<file path="src/rtl/dispatcher.sv">
// Issue stage: allocates a ROB entry, renames rd, resolves both sources through RF/ROB/CDBs and
// registers one packet for the arithmetic RS or the LSB (enable visible the cycle after accept).

module dispatcher #(
   parameter int ROB_W  = 4,
   parameter int DATA_W = 32,
   parameter int OP_W   = 6
) (
   input  logic              clk,
   input  logic              rst,
   input  logic              rdy,
   // decoder side
   input  logic              dec_valid,
   output logic              dec_ready,
   input  logic [OP_W-1:0]   dec_openum,
   input  logic [4:0]        dec_rd,
   input  logic [4:0]        dec_rs1,
   input  logic [4:0]        dec_rs2,
   input  logic              dec_use_rs1,
   input  logic              dec_use_rs2,
   input  logic              dec_is_ls,
   input  logic [DATA_W-1:0] dec_imm,
   input  logic [DATA_W-1:0] dec_pc,
   // register file query
   output logic [4:0]        rf_rs1,
   output logic [4:0]        rf_rs2,
   input  logic [ROB_W-1:0]  rf_q1,
   input  logic [ROB_W-1:0]  rf_q2,
   input  logic [DATA_W-1:0] rf_v1,
   input  logic [DATA_W-1:0] rf_v2,
   // ROB query and allocation
   output logic [ROB_W-1:0]  rob_q1,
   output logic [ROB_W-1:0]  rob_q2,
   input  logic              rob_rdy1,
   input  logic              rob_rdy2,
   input  logic [DATA_W-1:0] rob_val1,
   input  logic [DATA_W-1:0] rob_val2,
   input  logic [ROB_W-1:0]  rob_free_id,
   input  logic              rob_full,
   output logic              rob_alloc,
   output logic [4:0]        rob_alloc_rd,
   output logic [OP_W-1:0]   rob_alloc_openum,
   output logic [DATA_W-1:0] rob_alloc_pc,
   // rename
   output logic              rename_en,
   output logic [4:0]        rename_rd,
   output logic [ROB_W-1:0]  rename_id,
   // RS / LSB packet
   input  logic              rs_full,
   input  logic              lsb_full,
   output logic              rs_enable,
   output logic              lsb_enable,
   output logic [OP_W-1:0]   out_openum,
   output logic [ROB_W-1:0]  out_q1,
   output logic [ROB_W-1:0]  out_q2,
   output logic [DATA_W-1:0] out_v1,
   output logic [DATA_W-1:0] out_v2,
   output logic [DATA_W-1:0] out_imm,
   output logic [DATA_W-1:0] out_pc,
   output logic [ROB_W-1:0]  out_rob_id,
   // common data buses
   input  logic              cdb_a_valid,
   input  logic [ROB_W-1:0]  cdb_a_id,
   input  logic [DATA_W-1:0] cdb_a_res,
   input  logic              cdb_ls_valid,
   input  logic [ROB_W-1:0]  cdb_ls_id,
   input  logic [DATA_W-1:0] cdb_ls_res,
   input  logic              misbranch
);

   typedef enum logic {S_RUN, S_FLUSH} state_t;

   typedef struct packed {
      logic [ROB_W-1:0]  q;
      logic [DATA_W-1:0] v;
   } opnd_t;

   // Priority: unused/x0, RF value, ROB result, arithmetic CDB, load/store CDB, else wait on tag.
   function automatic opnd_t resolve(
      input logic              use_src,
      input logic [4:0]        idx,
      input logic [ROB_W-1:0]  rq,
      input logic [DATA_W-1:0] rv,
      input logic              rrdy,
      input logic [DATA_W-1:0] rval,
      input logic              av,
      input logic [ROB_W-1:0]  aid,
      input logic [DATA_W-1:0] ares,
      input logic              lv,
      input logic [ROB_W-1:0]  lid,
      input logic [DATA_W-1:0] lres
   );
      opnd_t res;
      res.q = '0;
      res.v = '0;
      if (!use_src || idx == 5'd0) begin
         res.q = '0;
         res.v = '0;
      end else if (rq == '0) begin
         res.v = rv;
      end else if (rrdy) begin
         res.v = rval;
      end else if (av && aid == rq) begin
         res.v = ares;
      end else if (lv && lid == rq) begin
         res.v = lres;
      end else begin
         res.q = rq;
      end
      return res;
   endfunction

   state_t r_state;
   state_t w_state_nxt;
   logic   w_flush_hold;
   logic   w_tgt_full;
   logic   w_fire;
   opnd_t  w_op1;
   opnd_t  w_op2;

   logic              r_rs_en;
   logic              r_lsb_en;
   logic [OP_W-1:0]   r_openum;
   logic [ROB_W-1:0]  r_q1;
   logic [ROB_W-1:0]  r_q2;
   logic [DATA_W-1:0] r_v1;
   logic [DATA_W-1:0] r_v2;
   logic [DATA_W-1:0] r_imm;
   logic [DATA_W-1:0] r_pc;
   logic [ROB_W-1:0]  r_rob_id;

   // Handshake
   assign w_tgt_full = dec_is_ls ? lsb_full : rs_full;
   assign dec_ready  = rdy && !rob_full && !w_tgt_full && !misbranch && !w_flush_hold;
   assign w_fire     = dec_valid && dec_ready;

   // Lookups are pure pass-through so RF and ROB answer within the same cycle
   assign rf_rs1 = dec_rs1;
   assign rf_rs2 = dec_rs2;
   assign rob_q1 = rf_q1;
   assign rob_q2 = rf_q2;

   assign w_op1 = resolve(dec_use_rs1, dec_rs1, rf_q1, rf_v1, rob_rdy1, rob_val1,
                          cdb_a_valid, cdb_a_id, cdb_a_res, cdb_ls_valid, cdb_ls_id, cdb_ls_res);
   assign w_op2 = resolve(dec_use_rs2, dec_rs2, rf_q2, rf_v2, rob_rdy2, rob_val2,
                          cdb_a_valid, cdb_a_id, cdb_a_res, cdb_ls_valid, cdb_ls_id, cdb_ls_res);

   // ROB allocation and rename commit on the same edge that loads the packet
   assign rob_alloc        = w_fire;
   assign rob_alloc_rd     = dec_rd;
   assign rob_alloc_openum = dec_openum;
   assign rob_alloc_pc     = dec_pc;
   assign rename_en        = w_fire && (dec_rd != 5'd0);
   assign rename_rd        = dec_rd;
   assign rename_id        = rob_free_id;

   always_ff @(posedge clk) begin
      if (rst) begin
         r_state <= S_RUN;
      end else if (rdy) begin
         r_state <= w_state_nxt;
      end
   end

   always_comb begin
      w_state_nxt  = r_state;
      w_flush_hold = 1'b0;
      case (r_state)
         S_RUN: begin
            if (misbranch) w_state_nxt = S_FLUSH;
         end
         S_FLUSH: begin
            // One dead cycle lets the ROB and RS finish clearing before new issue
            w_flush_hold = 1'b1;
            if (!misbranch) w_state_nxt = S_RUN;
         end
         default: w_state_nxt = S_RUN;
      endcase
   end

   always_ff @(posedge clk) begin
      if (rst) begin
         r_rs_en  <= 1'b0;
         r_lsb_en <= 1'b0;
         r_openum <= '0;
         r_q1     <= '0;
         r_q2     <= '0;
         r_v1     <= '0;
         r_v2     <= '0;
         r_imm    <= '0;
         r_pc     <= '0;
         r_rob_id <= '0;
      end else if (rdy) begin
         if (misbranch) begin
            r_rs_en  <= 1'b0;
            r_lsb_en <= 1'b0;
            r_openum <= '0;
         end else if (w_fire) begin
            r_rs_en  <= !dec_is_ls;
            r_lsb_en <= dec_is_ls;
            r_openum <= dec_openum;
            r_q1     <= w_op1.q;
            r_q2     <= w_op2.q;
            r_v1     <= w_op1.v;
            r_v2     <= w_op2.v;
            r_imm    <= dec_imm;
            r_pc     <= dec_pc;
            r_rob_id <= rob_free_id;
         end else begin
            r_rs_en  <= 1'b0;
            r_lsb_en <= 1'b0;
         end
      end
   end

   assign rs_enable  = r_rs_en;
   assign lsb_enable = r_lsb_en;
   assign out_openum = r_openum;
   assign out_q1     = r_q1;
   assign out_q2     = r_q2;
   assign out_v1     = r_v1;
   assign out_v2     = r_v2;
   assign out_imm    = r_imm;
   assign out_pc     = r_pc;
   assign out_rob_id = r_rob_id;

endmodule

</file>
<file path="config.mk">
export PLATFORM = sky130hd
export DESIGN_NAME = dispatcher
export DESIGN_NICKNAME = d
export VERILOG_FILES = /design/src/rtl/dispatcher.sv
export SDC_FILE = /design/constraint.sdc
export NUM_CORES = 1
export LEC_CHECK = 0
export ABC_AREA = 1
export BUFFER_PORTS_ARGS = -buffer_cell sky130_fd_sc_hd__buf_2
export CORE_AREA = 2 2 208 210
export DETAILED_ROUTE_END_ITERATION = 6
export DIE_AREA = 0 0 210 212
export PLACE_DENSITY = 0.45
export SETUP_SLACK_MARGIN = 0.05
export SLEW_MARGIN = 40
export SYNTH_ARGS = -nofsm -noshare
export SYNTH_HDL_FRONTEND = slang
export SYNTH_SLANG_ARGS = --single-unit
export TNS_END_PERCENT = 100
</file>
<file path="constraint.sdc">
create_clock -name clk -period 2.28 [get_ports clk]
set_clock_uncertainty 0.15 [all_clocks]
set_input_delay 0.456 -clock clk [delete_from_list [all_inputs] [get_ports clk]]
set_output_delay 0.456 -clock clk [all_outputs]
set_load 0.02 [all_outputs]
</file>
Word level (Yosys, flattened, before mapping):

Cells that the tools add are included.

* output and inout bits: 221
* input port bits: 312
* bits in registers: 149
* word-level logic and storage cells: 70

* bitwise gates (word level): 1
* muxes and demuxes: 27
* reductions and logical operators: 27
* equality and inequality tests: 4

Operator list (number)
* $mux 32: 8
* $mux 36: 2
* $mux 4: 8
* $eq 4x4->1: 4
* $mux 6: 2
* $logic_and 1x1->1: 10
* $logic_not 5->1: 2
* $logic_not 4->1: 2
* $logic_not 1->1: 7
* $mux 1: 7
* $reduce_bool 5->1: 1
* $reduce_and 3->1: 1
* $logic_or 1x1->1: 2
* $reduce_and 2->1: 1
* $reduce_bool 2->1: 1
* $not 1->1: 1

Logic depth before layout (Yosys ltp):

Gate-level depths: netlist (run 1).

* depth in word-level cells: 8
* gate-level depth with buffers: 13

Worst setup path after synthesis (run 1):

OpenSTA, ideal clock, no wires.

* path type: input to output
* start point: input port rs_full
* end point: output port rename_en
* path slack: -0.108 ns
* cell stages on the path: 8
* buffers on the path: 2
* arrival: 1.782 ns
* path through: or2_1 -> o21ai_0 -> nand2_1 -> nor2_4 -> inv_2 -> clkbuf_1 -> buf_2 -> a21oi_1

* cells in the longest elaborated chain, start to end: 7

Ends and longest elaborated chain
* start: declaration: line 49 `input logic rs_full,`
* $mux 1: line 133 `assign w_tgt_full = dec_is_ls ? lsb_full : rs_full;`
* $logic_not 1->1: line 134 `assign dec_ready = rdy && !rob_full && !w_tgt_full && !misbranch && !w_flush_hold;`
* $logic_and 1x1->1 (3 in a row): line 134
* $logic_and 1x1->1: line 135 `assign w_fire = dec_valid && dec_ready;`
* $logic_and 1x1->1: line 153 `assign rename_en = w_fire && (dec_rd != 5'd0);`
* end: declaration: line 45 `output logic rename_en,`

No other way between the ends.

Worst setup path after layout (run 1):

* start point: register r_state
* end point: output port rename_en

* cells in the longest elaborated chain, start to end: 5

Ends and longest elaborated chain
* start: declaration: line 113 `state_t r_state;`
* start signal: assignment: line 161 `r_state <= w_state_nxt;`
* $mux 1: line 168 `case (r_state)`
* $logic_not 1->1: line 134
* $logic_and 1x1->1: line 134
* $logic_and 1x1->1: line 135
* $logic_and 1x1->1: line 153

No other way between the ends.

==> results.tsv, run 1 <==
stage	metric	value	unit
outcome	status	complete, no violations	
worst_setup_path	slowest stage delay, CP	0.33	ns
worst_setup_path	worst path arrival time	1.61	ns
worst_setup_path	worst r2r dst	lsb_enable$_SDFFE_PP0P_	
timing	Slew @ Worst Pin	0.721	ns
route	post-DR wirelength/cell	16.8	um
route	number of remaining DRC errors	0	
die	Initial Utilization	0.200	
worst_hold_path	worst hold path class	in -> reg	
yosys	post-synth top area share	0.351	
timing	final worst-path cycle share	0.972	
route	drt first pass iters	5	
place	DP Wirelength	31000	um
yosys	area leader, netlist	dfxtp_1	
yosys	Post-Syn Nets	1679	
place	pre-CTS WS	-0.0920	ns
cells_and_area	fraction of layout cells with a size suffix above 1	0.346	
route	final WL	39700	um
timing	Fin. Hold Viols	0	
worst_setup_path	CP max stage cell	dfxtp_2	
yosys	Cell variety after synth	29	
worst_setup_path	CP Data Required Time	1.67	ns
global_route	grt ovf	0	
worst_hold_path	hold path depth	3	
pwr	maximum VDD drop	0.000502	V
route	routed vias/inst	4.29	
timing	final setup fails	0	
cells_and_area	Syn-to-layout area delta	43.0	%
timing	RSZ-0062 raised after global routing	true	
pwr	Power, Total	0.00680	W
run	Max Cap Viol	0	
worst_setup_path	worst setup path class	reg -> out	
die	die width	210	um
worst_setup_path	most frequent CP cell	buf_6	
place	GP Congestion	0.879	
die	die area	0.0445	mm^2
global_route	initial antenna violation count	9	
clock_tree	CTS Hold Bufs	0	
die	core area	0.0425	mm^2
global_route	maximum number of pins on one net before global-route repair	82	
clock_tree	buffer levels on the longest clock path	2	
worst_setup_path	crit path capture type	primary output	
timing	Slew Viols, Final	0	
pwr	leakage dissipation	6.30	nW
worst_setup_path	Worst Path Max Fanout	3	
worst_setup_path	worst flop-to-flop path startpoint	r_state$_SDFFE_PP0P_	
die	I/O Pins	533	
route	drt initial violations	612	
worst_setup_path	Worst Reg-to-Reg Cells	12	
timing	Slew headroom	0.514	
clock_tree	H-tree Lvls	4	
yosys	register area share after synthesis	0.351	
cells_and_area	# nets final	2110	
timing	FMAX	0.451	GHz
yosys	top area cells in the synthesized netlist	dfxtp_1 (35%), nand2_1 (24%), a21oi_1 (16%)	
yosys	synthesis-stage register bit count	149	
clock_tree	total CTS buffers	17	
worst_setup_path	Worst Setup Start Kind	flop	
yosys	synthesized instance count	1367	
worst_setup_path	CP cell instances	nor3_4 > nand2_2 > nor2_4 > buf_6 > inv_8 > a21oi_4 > buf_6	
place	IO Port Bufs	532	
clock_tree	Clock Tree Root	clkbuf_16	
worst_setup_path	R2R Setup Slk	0.33	ns
route	post-route ant nets	0	
clock_tree	CTS tree	yes	
worst_hold_path	hold_sp	dec_imm[2]	
clock_tree	Reg clk slew, reported paths	0.07	ns
yosys	mean post-synth cell area	6.22	um^2
global_route	total track usage	0.174	
clock_tree	worst skew pair latency	0.48	ns
yosys	synth warn	0	
timing	setup ws final	0.0649	ns
route	Vias	10100	
pwr	cell area power density	558	mW/mm^2
worst_setup_path	delay-heaviest family, CP	simple AND/OR/NAND/NOR gates	
worst_hold_path	Hold Path Sink	out_imm[2]$_SDFFE_PP0P_	
clock_tree	CTS Sinks	149	
die	std cell rows	76	
worst_setup_path	WP buf/inv	3	
die	die height	212	um
global_route	vias in the first global route	9410	
global_route	first-pass GRT wire length	57500	um
timing	Final min period	2.22	ns
yosys	mapped cell area	0.00851	mm^2
## cells by family after synthesis
group	Yosys count	share of synthesized area
compound gates	315	0.188
xor+xnor	4	0.00500
buf+inv	282	0.162
flops	149	0.351
simple gates	617	0.295
## worst min-delay path, cell delays in order
cell	delay, ns
buf_2	0.10
nand2_1	0.05
a21oi_1	0.06
## Yosys cell counts
master    number
nor3b_1        1
clkbuf_1      59
o21ai_0       30
nor2_1        18
nand3_2        3
nand3_4        1
o21ai_1        6
buf_2         27
a21oi_1      274
xnor2_1        3
nor2_4         3
nor2_2         1
nor3_1         5
o22ai_1        2
buf_4         70
inv_1        116
a21oi_2        1
nand2_1      545
nand3_1        5
nor4_4         2
xnor2_2        1
nand4_1       32
a22oi_1        1
clkbuf_2       2
inv_2          5
or2_1          1
buf_6          3
a21oi_4        1
dfxtp_1      149
## metrics by stage
| step | instance area, um^2 | std cells | TNS, ns | hold WS, ns | util |
|---|---|---|---|---|---|
| finish | 12200 | 2362 | 0 | 0.0711 | 0.286 |
| global placement | 11500 | 2320 | -0.334 | 0.294 | 0.270 |
| detailed placement | 11500 | 2320 | -0.352 | 0.297 | 0.270 |
| floorplan | 8520 | 1367 | 0 | 0.310 | - |
| global route | 12200 | 2361 | -0.0474 | 0.0424 | 0.286 |
| CTS | 12100 | 2355 | -0.0656 | 0.0186 | 0.285 |
## layout by cell type (no fill, tap or decap), drive strengths merged, types with 3 or more instances in the layout
cell,Yosys,routed
buf,100,573
nand2,545,545
a21oi,276,276
dfxtp,149,149
inv,121,129
o21ai,36,36
nand4,32,32
nor2,22,22
clkbuf,61,19
nand3,9,9
diode,0,5
nor3,5,5
xnor2,4,4
clkinv,0,3
## worst max-delay path by stage
| stage | start | endpoint | slack (ns) | cells after the start |
|---|---|---|---|---|
| 2_1_floorplan | rs_full | rename_en | 0.06 | 8 |
| 3_3_place_gp | rf_q2[0] | out_v2[10]$_SDFFE_PP0P_ | -0.12 | 12 |
| 3_5_place_dp | rf_q2[0] | out_v2[10]$_SDFFE_PP0P_ | -0.09 | 12 |
| 4_1_cts | r_state$_SDFFE_PP0P_ | rob_alloc | -0.04 | 5 |
| 5_1_grt | r_state$_SDFFE_PP0P_ | rename_en | -0.05 | 7 |
| 6_report | r_state$_SDFFE_PP0P_ | rename_en | 0.06 | 7 |
## registers in the layout, summed over array words and instances (netlist names), 4 cells and up
name and flops:
out_openum 6, out_v1 32, out_q2 4, out_v2 32, out_rob_id 4, out_q1 4, out_imm 32, out_pc 32
## repair_timing
action | CTS | global route
setup buffers | 3 | 2
setup endpoints to repair | 2 | 2
pin swaps | 3 | 1
resized for setup | 8 | 2
## layer usage
| metal | vias up | global-route usage | share of wire | wire length [um] |
|---|---|---|---|---|
| met1 | 4600 | 0.222 | 0.44 | 17500 |
| li1 | 5140 | - | - | - |
| met4 | 4 | 0.0570 | 0.017 | 679 |
| met5 | - | 0 | 0.00083 | 33 |
| met2 | 360 | 0.280 | 0.47 | 18600 |
| met3 | 40 | 0.0533 | 0.071 | 2810 |
## final cells by class
type	instances	area, um^2
Inverter	121	462
Tap cell	546	683
Antenna cell	5	12.5
Clock buffer	19	443
Sequential cell	149	2980
Multi-Input combinational cell	936	4190
Clock inverter	13	160
Timing Repair Buffer	573	3240
Fill cell	4847	30300
## power breakdown
part	internal, W	total [W]	switching [W]
combinational	0.000448	0.00115	0.000698
clock	0.00168	0.00302	0.00134
sequential	0.00262	0.00263	0.00000985
total	0.00475	0.00680	0.00205
Note: power is estimated with default switching activity, not from simulation.
==> run 2: changes to the inputs <==
Settings changed: ABC_AREA 1 to 0, CORE_AREA 2 2 208 210 to 2 2 209 211, DIE_AREA 0 0 210 212 to 0 0 211 213, PLACE_DENSITY 0.45 to 0.43, SETUP_SLACK_MARGIN 0.05 to 0.4.
==> run 2 against run 1 <==
Against the previous run:
- routed wire length grew 19%
- largest power group unchanged
- fmax is 2.7% lower
- synthesized cell count fell by 28%
- global-route usage grew 2.7 points
==> results.tsv, run 2 <==
stage	metric	value	unit	change
outcome	status	complete, no violations		
timing	Slew Viols, Final	0		unchanged
cells_and_area	fillers	4600		-5.1%
die	die width	211	um	+0.48%
yosys	mapped cell area	0.00797	mm^2	-6.3%
worst_setup_path	CP Data Required Time	1.67	ns	about the same
global_route	maximum number of pins on one net before global-route repair	86		+4.9%
clock_tree	CTS Sinks	149		unchanged
timing	Fin. Hold Viols	0		unchanged
worst_setup_path	worst flop-to-flop path startpoint	r_state$_SDFFE_PP0P_		
yosys	top area cells in the synthesized netlist	dfxtp_1 (37%), nand2_1 (10%), a21oi_1 (6.7%)		
yosys	Post-Syn Nets	1301		-23%
cells_and_area	commonest non-fill, non-tap cell in the layout	buf_2		
place	IO Port Bufs	532		unchanged
global_route	total track usage	0.200		+0.0266
yosys	synthesis-stage register bit count	149		unchanged
yosys	Commonest cells post-synth	nand2_1 (222), dfxtp_1 (149), a21oi_1 (106)		
timing	Slew headroom	0.425		-0.0894
worst_setup_path	worst r2r dst	out_v2[16]$_SDFFE_PP0P_		
yosys	post-synth top area share	0.374		+0.0237
route	routed vias/inst	4.65		+8.3%
worst_setup_path	worst setup path class	reg -> out		
worst_setup_path	worst setup path end	rename_en		
global_route	grt ovf	0		unchanged
route	final WL	47000	um	+19%
yosys	Synth async-reset ratio	0		unchanged
yosys	Cell variety after synth	40		+38%
yosys	Primary FF master, synth	dfxtp_1		
timing	RSZ-0062 raised after global routing	true		
cells_and_area	multi-input gate area in the final layout	0.00496	mm^2	+18%
route	post-route ant nets	0		unchanged
cells_and_area	final instance area	0.0134	mm^2	+10%
route	Vias	9590		-5.5%
die	die height	213	um	+0.47%
place	GP Congestion	0.857		-2.5%
worst_setup_path	Worst Setup Start Kind	flop		
worst_setup_path	Worst Reg-to-Reg Cells	8		-4
route	number of remaining DRC errors	0		unchanged
cells_and_area	Syn-to-layout area delta	68.7	%	
cells_and_area	register area	0.00298	mm^2	unchanged
worst_setup_path	R2R Setup Slk	0.05	ns	-0.28 ns
yosys	register area share after synthesis	0.374		+0.0237
yosys	area leader, netlist	dfxtp_1		
cells_and_area	Non-Filler Instances	2062		-13%
pwr	maximum VDD drop	0.000468	V	-6.6%
worst_hold_path	worst hold path class	in -> reg		
yosys	synth warn	0		unchanged
worst_setup_path	worst path arrival time	1.67	ns	+0.06 ns
yosys	synthesized instance count	989		-28%
place	DP Wirelength	35500	um	+15%
clock_tree	Reg clk slew, reported paths	0.07	ns	about the same
route	drt first pass iters	5		unchanged
cells_and_area	fraction of layout cells with a size suffix above 1	0.567		+0.221
cells_and_area	Core Util, Final	0.315		+0.0286
place	area post-placement	0.0116	mm^2	+0.77%
global_route	initial antenna violation count	13		+4
clock_tree	worst skew pair latency	0.48	ns	about the same
route	post-DR wirelength/cell	22.8	um	+36%
place	placed insts	1991		-14%
timing	final worst-path cycle share	0.999		+0.0272
clock_tree	buffer levels on the longest clock path	2		unchanged
clock_tree	Clock Tree Root	clkbuf_16		
clock_tree	CTS tree	yes		
die	die area	0.0449	mm^2	+0.95%
worst_setup_path	Worst Path Max Fanout	4		+1
global_route	vias in the first global route	9489		+0.84%
pwr	leakage dissipation	5.97	nW	-5.3%
yosys	mean post-synth cell area	8.06	um^2	+29%
timing	Final min period	2.28	ns	+0.0621 ns
clock_tree	total CTS buffers	17		unchanged
run	Max Cap Viol	0		unchanged
pwr	cell area power density	508	mW/mm^2	-9.1%
cells_and_area	commonest cells after routing, fill and taps aside	buf_2 (528), nand2_1 (185), dfxtp_1 (148)		
timing	FMAX	0.439	GHz	-2.7%
clock_tree	CTS Hold Bufs	0		unchanged
timing	final setup fails	0		unchanged
pwr	Power, Total	0.00683	W	+0.45%
timing	setup ws final	0.00278	ns	-0.0621 ns
timing	Slew @ Worst Pin	0.863	ns	+0.142 ns
die	core area	0.0427	mm^2	+0.45%
place	pre-CTS WS	-0.114	ns	-0.0218 ns
clock_tree	H-tree Lvls	4		unchanged
worst_setup_path	Critical Path Source	r_state$_SDFFE_PP0P_		
die	std cell rows	76		unchanged
route	drt initial violations	492		-20%
global_route	first-pass GRT wire length	64000	um	+11%
die	I/O Pins	533		unchanged
worst_setup_path	crit path capture type	primary output		
yosys	Post-synth EDFFs	0		unchanged
cells_and_area	# nets final	1811		-14%
die	Initial Utilization	0.187		-0.0135
yosys	count leader, synth	nand2_1		
## run 2: cell count changes after synthesis, sizes merged, moves of 27 or more
cell	delta
a21oi	-170
mux2i	+34
nand4	-27
a211oi	+32
nor2	+40
inv	-117
nand2	-323
o41ai	+33
a22oi	+38
## run 2: layout make-up
type / instances / share of cell area
Tap cell: 546 / 0.0508
Multi-Input combinational cell: 683 / 0.369
Clock buffer: 19 / 0.0329
Timing Repair Buffer: 644 / 0.313
Antenna cell: 5 / 0.000930
Clock inverter: 12 / 0.00986
Inverter: 4 / 0.00130
Sequential cell: 149 / 0.222
## run 2: kinds of logic (layout without fill, tap and decap cells)
group / count (synthesis) / after routing / share of synthesized area
and+or+nand+nor: 334 / 334 / 0.174
muxes: 34 / 34 / 0.0427
buffers and inverters: 157 / 679 / 0.112
DFF: 149 / 149 / 0.374
xor gates and xnor gates: 16 / 16 / 0.0185
other: 0 / 5 / 0
AOI/OAI and AO/OA: 299 / 299 / 0.278
## run 2: report_power, final
group	switching [W]	total [W]	leakage (nW)	internal, W
clock	0.00130	0.00292	0.263	0.00162
sequential	0.0000126	0.00264	1.20	0.00263
combinational	0.000745	0.00127	4.50	0.000522
## run 2: worst min-delay path by stage
stage,from,endpoint,slack (ns),depth (start not counted)
after floorplan,r_state$_SDFFE_PP0P_,r_state$_SDFFE_PP0P_,0.37,2
after global routing,dec_imm[24],out_imm[24]$_SDFFE_PP0P_,0.03,3
after global placement,out_v2[27]$_SDFFE_PP0P_,out_v2[27]$_SDFFE_PP0P_,0.28,2
after CTS,dec_imm[27],out_imm[27]$_SDFFE_PP0P_,0.009,3
after detailed placement,out_v2[16]$_SDFFE_PP0P_,out_v2[16]$_SDFFE_PP0P_,0.28,2
final,dec_imm[27],out_imm[27]$_SDFFE_PP0P_,0.05,3
## run 2: critical path, cell delays in order (launching register included)
cell	delay (ns)
dfxtp_2	0.33
nor4b_4	0.32
nand3_4	0.15
buf_6	0.15
a21oi_4	0.10
buf_6	0.13
## run 2: stage by stage
stage	hold slack [ns]	TNS (ns)
after global routing	0.0315	-0.218
after detailed placement	0.285	-2.72
after floorplan	0.373	0
after global placement	0.279	-1.95
final	0.0485	0
after CTS	0.00926	-0.0557
## run 2: what timing repair did
action	in CTS	in global routing
resized for setup	50	119
pin swaps	7	33
buffers inserted	9	9
gates cloned	7	10
setup endpoints to repair	120	137
## run 2: metal layers
layer	global-route usage	share of wire
met1	0.214	0.38
met2	0.359	0.51
met3	0.0721	0.083
met4	0.0794	0.028
met5	0	0.0021
